[src/rtl/irq_pkg.sv]
// Shared definitions for the interrupt controller: register map, source count, FSM states.
// Latency: n/a (declarations only).
// Backpressure: n/a.
package irq_pkg;

  localparam int NUM_IRQ = 16;

  // I/O register map (24-bit bus)
  localparam logic [23:0] ADDR_PRI0    = 24'h002020;  // priorities, sources 3:0
  localparam logic [23:0] ADDR_PRI1    = 24'h002021;  // priorities, sources 7:4
  localparam logic [23:0] ADDR_PRI2    = 24'h002022;  // priorities, sources 11:8
  localparam logic [23:0] ADDR_PRI3    = 24'h002023;  // priorities, sources 15:12
  localparam logic [23:0] ADDR_EN_LO   = 24'h002024;  // enables 7:0
  localparam logic [23:0] ADDR_EN_HI   = 24'h002025;  // enables 15:8
  localparam logic [23:0] ADDR_FLAG_LO = 24'h002026;  // pending 7:0, write 1 to clear
  localparam logic [23:0] ADDR_FLAG_HI = 24'h002027;  // pending 15:8, write 1 to clear

  typedef logic [1:0] irq_pri_t;

  typedef enum logic [1:0] {IDLE, ASSERT, CLEAR} irq_state_t;

  // A source may interrupt only if pending, enabled, and strictly above the CPU level.
  function automatic logic irq_eligible(input logic flag, input logic en,
                                        input irq_pri_t pri, input logic [1:0] mask);
    return flag && en && (pri != 2'd0) && (pri > mask);
  endfunction

endpackage

[src/rtl/irq_controller_if.sv]
// I/O bus bundle shared between the CPU-side bus master and the interrupt controller.
// Latency: reads combinational; writes land on the strobe's posedge.
// Backpressure: none; every strobe completes in one cycle.
// Signals: bus_write, bus_read, bus_address_in[23:0], bus_data_in[7:0] (master -> slave),
//          bus_data_out[7:0] (slave -> master).
interface irq_controller_if;
  logic        bus_write;
  logic        bus_read;
  logic [23:0] bus_address_in;
  logic [7:0]  bus_data_in;
  logic [7:0]  bus_data_out;

  modport master (output bus_write, bus_read, bus_address_in, bus_data_in,
                  input  bus_data_out);
  modport slave  (input  bus_write, bus_read, bus_address_in, bus_data_in,
                  output bus_data_out);
endinterface

[src/rtl/irq_priority_encoder.sv]
// Picks the highest-priority eligible source; ties go to the lowest index.
// Latency: combinational.
// Backpressure: none.
// Ports: flags/enables[15:0], priorities[31:0] (2 bits per source), mask[1:0] in;
//        valid, index[3:0] out.
module irq_priority_encoder
  import irq_pkg::*;
(
  input  logic [NUM_IRQ-1:0]   flags,
  input  logic [NUM_IRQ-1:0]   enables,
  input  logic [2*NUM_IRQ-1:0] priorities,
  input  logic [1:0]           mask,
  output logic                 valid,
  output logic [3:0]           index
);

  irq_pri_t best_pri;

  // Ascending scan with strict '>' keeps the lowest index among equal priorities.
  always_comb begin
    valid    = 1'b0;
    index    = '0;
    best_pri = '0;
    for (int i = 0; i < NUM_IRQ; i++) begin
      if (irq_eligible(flags[i], enables[i], priorities[2*i +: 2], mask) &&
          (!valid || (priorities[2*i +: 2] > best_pri))) begin
        valid    = 1'b1;
        index    = i[3:0];
        best_pri = priorities[2*i +: 2];
      end
    end
  end

endmodule

[src/rtl/irq_controller.sv]
// Latches peripheral request edges into flags and presents the best eligible source to the CPU.
// Latency: irq_src edge to cpu_irq 2 cycles (4 with IRQ_SYNC_EN defined); ack to flag clear 2 cycles.
// Backpressure: none; cpu_irq holds until ack or until the latched source loses eligibility.
// Ports: clk, reset (sync, active-high); bus (irq_controller_if.slave, regs 0x2020-0x2027);
//        irq_src[15:0], cpu_mask[1:0], cpu_irq_ack in; cpu_irq, cpu_vector[5:0] out.
// Build option: IRQ_SYNC_EN adds a two-flop synchronizer on every irq_src line.
module irq_controller
  import irq_pkg::*;
#(
  parameter logic [5:0] VECTOR_BASE = 6'h03
) (
  input  logic                clk,
  input  logic                reset,
  irq_controller_if.slave     bus,
  input  logic [NUM_IRQ-1:0]  irq_src,
  input  logic [1:0]          cpu_mask,
  output logic                cpu_irq,
  output logic [5:0]          cpu_vector,
  input  logic                cpu_irq_ack
);

  logic [2*NUM_IRQ-1:0] pri_q;
  logic [NUM_IRQ-1:0]   en_q, flag_q, flag_d, edge_q, src_s, rise, w1c, done_clr;
  irq_state_t           state_q;
  logic [3:0]           lat_idx_q, win_idx;
  logic                 win_vld, lat_elig, wr_pri;

  // Reads have no side effects, so the read strobe carries no information here.
  logic unused_read;
  assign unused_read = bus.bus_read;

`ifdef IRQ_SYNC_EN
  logic [NUM_IRQ-1:0] sync1_q, sync2_q;
  always_ff @(posedge clk) begin
    if (reset) begin
      sync1_q <= '0;
      sync2_q <= '0;
    end else begin
      sync1_q <= irq_src;
      sync2_q <= sync1_q;
    end
  end
  assign src_s = sync2_q;
`else
  assign src_s = irq_src;
`endif

  assign rise = src_s & ~edge_q;

  // A new edge always wins over a bus clear or the post-ack retire of the same flag.
  always_comb begin
    w1c = '0;
    if (bus.bus_write && (bus.bus_address_in == ADDR_FLAG_LO)) w1c[7:0]  = bus.bus_data_in;
    if (bus.bus_write && (bus.bus_address_in == ADDR_FLAG_HI)) w1c[15:8] = bus.bus_data_in;
    done_clr = '0;
    if (state_q == CLEAR) done_clr[lat_idx_q] = 1'b1;
    flag_d = (flag_q & ~w1c & ~done_clr) | rise;
  end

  assign wr_pri = bus.bus_write && (bus.bus_address_in >= ADDR_PRI0) &&
                  (bus.bus_address_in <= ADDR_PRI3);

  always_ff @(posedge clk) begin
    if (reset) begin
      pri_q  <= '0;
      en_q   <= '0;
      flag_q <= '0;
      edge_q <= '0;
    end else begin
      if (wr_pri) pri_q[{bus.bus_address_in[1:0], 3'b000} +: 8] <= bus.bus_data_in;
      if (bus.bus_write && (bus.bus_address_in == ADDR_EN_LO)) en_q[7:0]  <= bus.bus_data_in;
      if (bus.bus_write && (bus.bus_address_in == ADDR_EN_HI)) en_q[15:8] <= bus.bus_data_in;
      flag_q <= flag_d;
      edge_q <= src_s;
    end
  end

  always_comb begin
    bus.bus_data_out = '0;
    case (bus.bus_address_in)
      ADDR_PRI0:    bus.bus_data_out = pri_q[7:0];
      ADDR_PRI1:    bus.bus_data_out = pri_q[15:8];
      ADDR_PRI2:    bus.bus_data_out = pri_q[23:16];
      ADDR_PRI3:    bus.bus_data_out = pri_q[31:24];
      ADDR_EN_LO:   bus.bus_data_out = en_q[7:0];
      ADDR_EN_HI:   bus.bus_data_out = en_q[15:8];
      ADDR_FLAG_LO: bus.bus_data_out = flag_q[7:0];
      ADDR_FLAG_HI: bus.bus_data_out = flag_q[15:8];
      default:      bus.bus_data_out = '0;
    endcase
  end

  irq_priority_encoder u_prio (
    .flags      (flag_q),
    .enables    (en_q),
    .priorities (pri_q),
    .mask       (cpu_mask),
    .valid      (win_vld),
    .index      (win_idx)
  );

  // The latched source is re-checked every cycle; a newer, higher source never preempts it.
  assign lat_elig = irq_eligible(flag_q[lat_idx_q], en_q[lat_idx_q],
                                 pri_q[{lat_idx_q, 1'b0} +: 2], cpu_mask);

  always_ff @(posedge clk) begin
    if (reset) begin
      state_q    <= IDLE;
      lat_idx_q  <= '0;
      cpu_irq    <= 1'b0;
      cpu_vector <= '0;
    end else begin
      case (state_q)
        IDLE: begin
          if (win_vld) begin
            state_q    <= ASSERT;
            lat_idx_q  <= win_idx;
            cpu_vector <= VECTOR_BASE + {2'b00, win_idx};
            cpu_irq    <= 1'b1;
          end
        end
        ASSERT: begin
          // Ack takes precedence over a same-cycle loss of eligibility.
          if (cpu_irq_ack) begin
            state_q <= CLEAR;
            cpu_irq <= 1'b0;
          end else if (!lat_elig) begin
            state_q <= IDLE;
            cpu_irq <= 1'b0;
          end
        end
        CLEAR: begin
          state_q <= IDLE;
          cpu_irq <= 1'b0;
        end
        default: begin
          state_q <= IDLE;
          cpu_irq <= 1'b0;
        end
      endcase
    end
  end

endmodule

[src/flat_wrapper.sv]
// flat-port wrapper written by rule: the top's interface ports become plain ports
module irq_controller_flat import irq_pkg::*;
#(
  parameter logic [5:0] VECTOR_BASE = 6'h03
)
  (clk, reset, irq_src, cpu_mask, cpu_irq, cpu_vector, cpu_irq_ack, bus_bus_write, bus_bus_read, bus_bus_address_in, bus_bus_data_in, bus_bus_data_out);
  irq_controller_if bus_i ();
  input  logic clk;
  input  logic reset;
  input  logic [NUM_IRQ-1:0] irq_src;
  input  logic [1:0] cpu_mask;
  output logic cpu_irq;
  output logic [5:0] cpu_vector;
  input  logic cpu_irq_ack;
  input wire logic [$bits(bus_i.bus_write)-1:0] bus_bus_write;
  input wire logic [$bits(bus_i.bus_read)-1:0] bus_bus_read;
  input wire logic [$bits(bus_i.bus_address_in)-1:0] bus_bus_address_in;
  input wire logic [$bits(bus_i.bus_data_in)-1:0] bus_bus_data_in;
  output wire logic [$bits(bus_i.bus_data_out)-1:0] bus_bus_data_out;
  assign bus_i.bus_write = bus_bus_write;
  assign bus_i.bus_read = bus_bus_read;
  assign bus_i.bus_address_in = bus_bus_address_in;
  assign bus_i.bus_data_in = bus_bus_data_in;
  assign bus_bus_data_out = bus_i.bus_data_out;
  irq_controller #(.VECTOR_BASE(VECTOR_BASE)) u_core (.clk(clk), .reset(reset), .bus(bus_i), .irq_src(irq_src), .cpu_mask(cpu_mask), .cpu_irq(cpu_irq), .cpu_vector(cpu_vector), .cpu_irq_ack(cpu_irq_ack));
endmodule
[config.mk]
export PLATFORM = sky130hd
export DESIGN_NAME = irq_controller_flat
export DESIGN_NICKNAME = d
export VERILOG_FILES = /design/src/rtl/irq_pkg.sv /design/src/rtl/irq_controller_if.sv /design/src/rtl/irq_priority_encoder.sv /design/src/rtl/irq_controller.sv /design/src/flat_wrapper.sv
export SDC_FILE = /design/constraint.sdc
export NUM_CORES = 1
export LEC_CHECK = 0
export BUFFER_PORTS_ARGS = -buffer_cell sky130_fd_sc_hd__clkbuf_2
export CORE_ASPECT_RATIO = 0.6
export CORE_MARGIN = 3
export CORE_UTILIZATION = 55
export CTS_BUF_LIST = sky130_fd_sc_hd__clkbuf_8 sky130_fd_sc_hd__clkbuf_16
export CTS_CLUSTER_DIAMETER = 60
export DETAILED_ROUTE_END_ITERATION = 10
export GPL_TIMING_DRIVEN = 0
export PLACE_DENSITY = 0.89
export SLEW_MARGIN = 20
export SYNTH_ARGS = -nofsm -noshare
export SYNTH_HDL_FRONTEND = slang
export SYNTH_HIERARCHICAL = 1
export SYNTH_SLANG_ARGS = --single-unit
[constraint.sdc]
create_clock -name clk -period 22.5 [get_ports clk]
set_input_delay 4.5 -clock clk [delete_from_list [all_inputs] [get_ports clk]]
set_output_delay 4.5 -clock clk [all_outputs]
set_load 0.005 [all_outputs]
==> impl_metrics.tcl <==
set metrics [dict create \
    status "complete, no violations" \
    syn_avg_cell_area_sq_um 8.24 \
    antenna_found_initial 0 \
    setup_slack_ns 0.451 \
    reg2reg_depth 102 \
    post-place-ws_ns -2.22 \
    r2r-start "u_core/pri_q[1]" \
    synth-edff-count 0 \
    endpoint "u_core/cpu_vector[4]" \
    hold_violations 0 \
    clkSlewWorstSetupHoldPaths_ns 0.08 \
    grt_max_degree 20 \
    ant_nets 0 \
    gp_congestion 1.05 \
    met2_usage 0.504 \
    slowest_delay_ns 0.37 \
    syn_to_final_growth_pct 24.6 \
    synth_top_area_cell "dfxtp_1" \
    mostFrequentLayoutCells "nand2_1 (119), dfxtp_1 (91), a21oi_1 (60)" \
    maxSlewHeadroom 0.209 \
    layout_commonest_cell "nand2_1" \
    vias 7881 \
    ys.warnings.count 6 \
    layout.nets 1111 \
    setup_viol_count_final 0 \
    max_freq_mhz 45.4 \
    maxCapViolations 0 \
    critPathArrivalTime_ns 22.25 \
    pin_count 70 \
    vias_per_cell 6.77 \
    fp.dieW_um 154 \
    yosysTopAreaCellShare 0.253 \
    reg2reg_setup_slack_ns 4.21 \
    peakVddDrop_mv 0.0435 \
    synth_area_leaders "dfxtp_1 (25%), ha_1 (11%), nand2_1 (6.5%)" \
    drt_iter0_drc 995 \
    grt_pass1_vias 7094 \
    min_period_over_period 0.980 \
    synth_cell_types 87 \
    cts_inserted_buffers 9 \
    min_path_type "flop to flop" \
    layout-drive-gt1-share 0.259 \
    crit_required_ns 22.71 \
    worstPathMaxFanout 7 \
    finalMaxSlewViolations 0 \
    core_sq_um 12400 \
    n_fill_cell 958 \
    drc 0 \
    ys_seq_area_frac 0.253 \
    die-area_sq_um 14600 \
    htree_levels 3 \
    met1_usage 0.494 \
    wl_um 27800 \
    start_util 0.581 \
    async_flop_share 0 \
    worstMarginPinSlew_ns 1.17 \
    min_period_ns 22.05 \
    total_leakage_power_nw 3.80 \
    die_h_um 94.7 \
    overflow 0 \
    cts.sinks 91 \
    hpwlAfterDp_um 19400 \
    root_buffer "clkbuf_16" \
    synthesis.nets 992 \
    slowest_stage "o311a_4" \
    worstSetupStartpointType "input pin" \
    fp-row-count 31 \
    insertion_delay_ns 0.35 \
    endpoint_kind "flop" \
    cp_common_cell "ha_4" \
    crit_start "cpu_mask[1]" \
    dp_cells 1099 \
    synth_seq_cells 91 \
    cts_tree "done" \
    syn_area_sq_um 7210 \
    finalClockSkew_ns 0.0141 \
    use_met3 0.152 \
    power_density_nw_per_um2 40.5 \
    regToRegEndpoint "u_core/cpu_vector[4]" \
    cts_hold_buffers 0 \
    instances_no_fill 1164 \
    antennaDiodeCount 0 \
    grt-busiest-layer "met2" \
    grt_usage 0.356 \
    grt_pass1_wl_um 40000 \
    dr.pass1.iters 6 \
    wl_per_cell_um 23.9 \
    synthFlopType "dfxtp_1" \
    cts_buffer_depth 2 \
    worstSetupPathType "input pin to flop" \
    portBuffers 59 \
    syn_inst 875 \
]
per-stage QoR:
stage / cell area [sq um] / util / hold slack, ns / total power, mW / setup TNS [ns]
2_1_floorplan: 7210 / - / 0.429 / 0.193 / 0
3_3_place_gp: 7710 / 0.621 / 0.436 / 0.209 / -13.62
3_5_place_dp: 7710 / 0.621 / 0.445 / 0.209 / -18.12
4_1_cts: 8190 / 0.660 / 0.460 / 0.360 / 0
5_1_grt: 8980 / 0.724 / 0.488 / 0.373 / -1.08
6_report: 8980 / 0.724 / 0.464 / 0.363 / 0
state kept, by name, indices dropped and copies added, names as in the netlist:
register,flops
u_core/state_q,2
u_core/flag_q,16
u_core/cpu_vector,5
u_core/lat_idx_q,4
u_core/edge_q,16
u_core/en_q,16
u_core/pri_q,32
routing by layer:
metal / up-vias / wire (um) / share of wire
met5: - / 80 / 0.0029
met4: 2 / 729 / 0.026
met3: 86 / 4060 / 0.15
li1: 3481 / - / -
met2: 578 / 11200 / 0.40
met1: 3734 / 11700 / 0.42
timing repair:
item	4_1_cts	5_1_grt
gates resized for setup	22	98
setup endpoints to repair	9	9
hold endpoints to repair	0	0
buffers inserted	12	37
pin swaps	8	65
Yosys cell counts, drive strengths merged (13+ instances only):
library cell	n
o211ai	13
nand3	51
ha	62
a221oi	14
a21oi	65
buf	17
mux2	15
inv	43
a41o	15
clkbuf	29
o21ai	25
nand2	125
mux2i	25
nor2b	53
nor2	61
dfxtp	91
report_power, final:
group	total (mW)	internal [mW]	switching, mW	leakage, nW
registers	0.171	0.165	0.00547	0.742
clock network	0.154	0.0790	0.0747	0.146
logic	0.0388	0.0147	0.0241	2.92
kinds of logic (layout without fill, tap and decap cells):
group | after synthesis | count (layout) | synth area share
and+or+nand+nor | 346 | 346 | 0.239
other | 1 | 1 | 0.000520
adders and majority gates | 62 | 62 | 0.108
xor gates and xnor gates | 2 | 2 | 0.00243
muxes | 52 | 52 | 0.102
DFF | 91 | 91 | 0.253
AOI/OAI and AO/OA | 232 | 232 | 0.242
buffers and inverters | 89 | 213 | 0.0545
worst min path at each step:
stage	endpoint	start	cells past startpoint
2_1_floorplan	u_core/flag_q[15]	u_core/edge_q[15]	2
3_3_place_gp	u_core/flag_q[15]	u_core/edge_q[15]	2
3_5_place_dp	u_core/flag_q[15]	u_core/edge_q[15]	2
6_report	u_core/flag_q[15]	u_core/edge_q[15]	2
5_1_grt	u_core/cpu_vector[4]	u_core/cpu_vector[4]	2
4_1_cts	u_core/flag_q[15]	u_core/edge_q[15]	2
critical path, delay by kind of cell:
kind | cells | cell delay (ns)
AO/OA/AOI/OAI | 45 | 7.38
multiplexers | 4 | 1.26
adder cells (fa/ha/maj) | 16 | 4.30
AND/OR/NAND/NOR | 32 | 3.89
buffers and inverters | 7 | 0.94
layout make-up:
type,count,area [sq um],share of cell area
Multi-Input combinational cell,695,5570,0.620
Inverter,43,165,0.0184
Sequential cell,91,1820,0.203
Clock inverter,7,80.1,0.00892
Clock buffer,9,225,0.0251
Buffer,46,231,0.0258
Timing Repair Buffer,108,679,0.0756
Tap cell,165,206,0.0230
(Power assumes the default switching activity.)
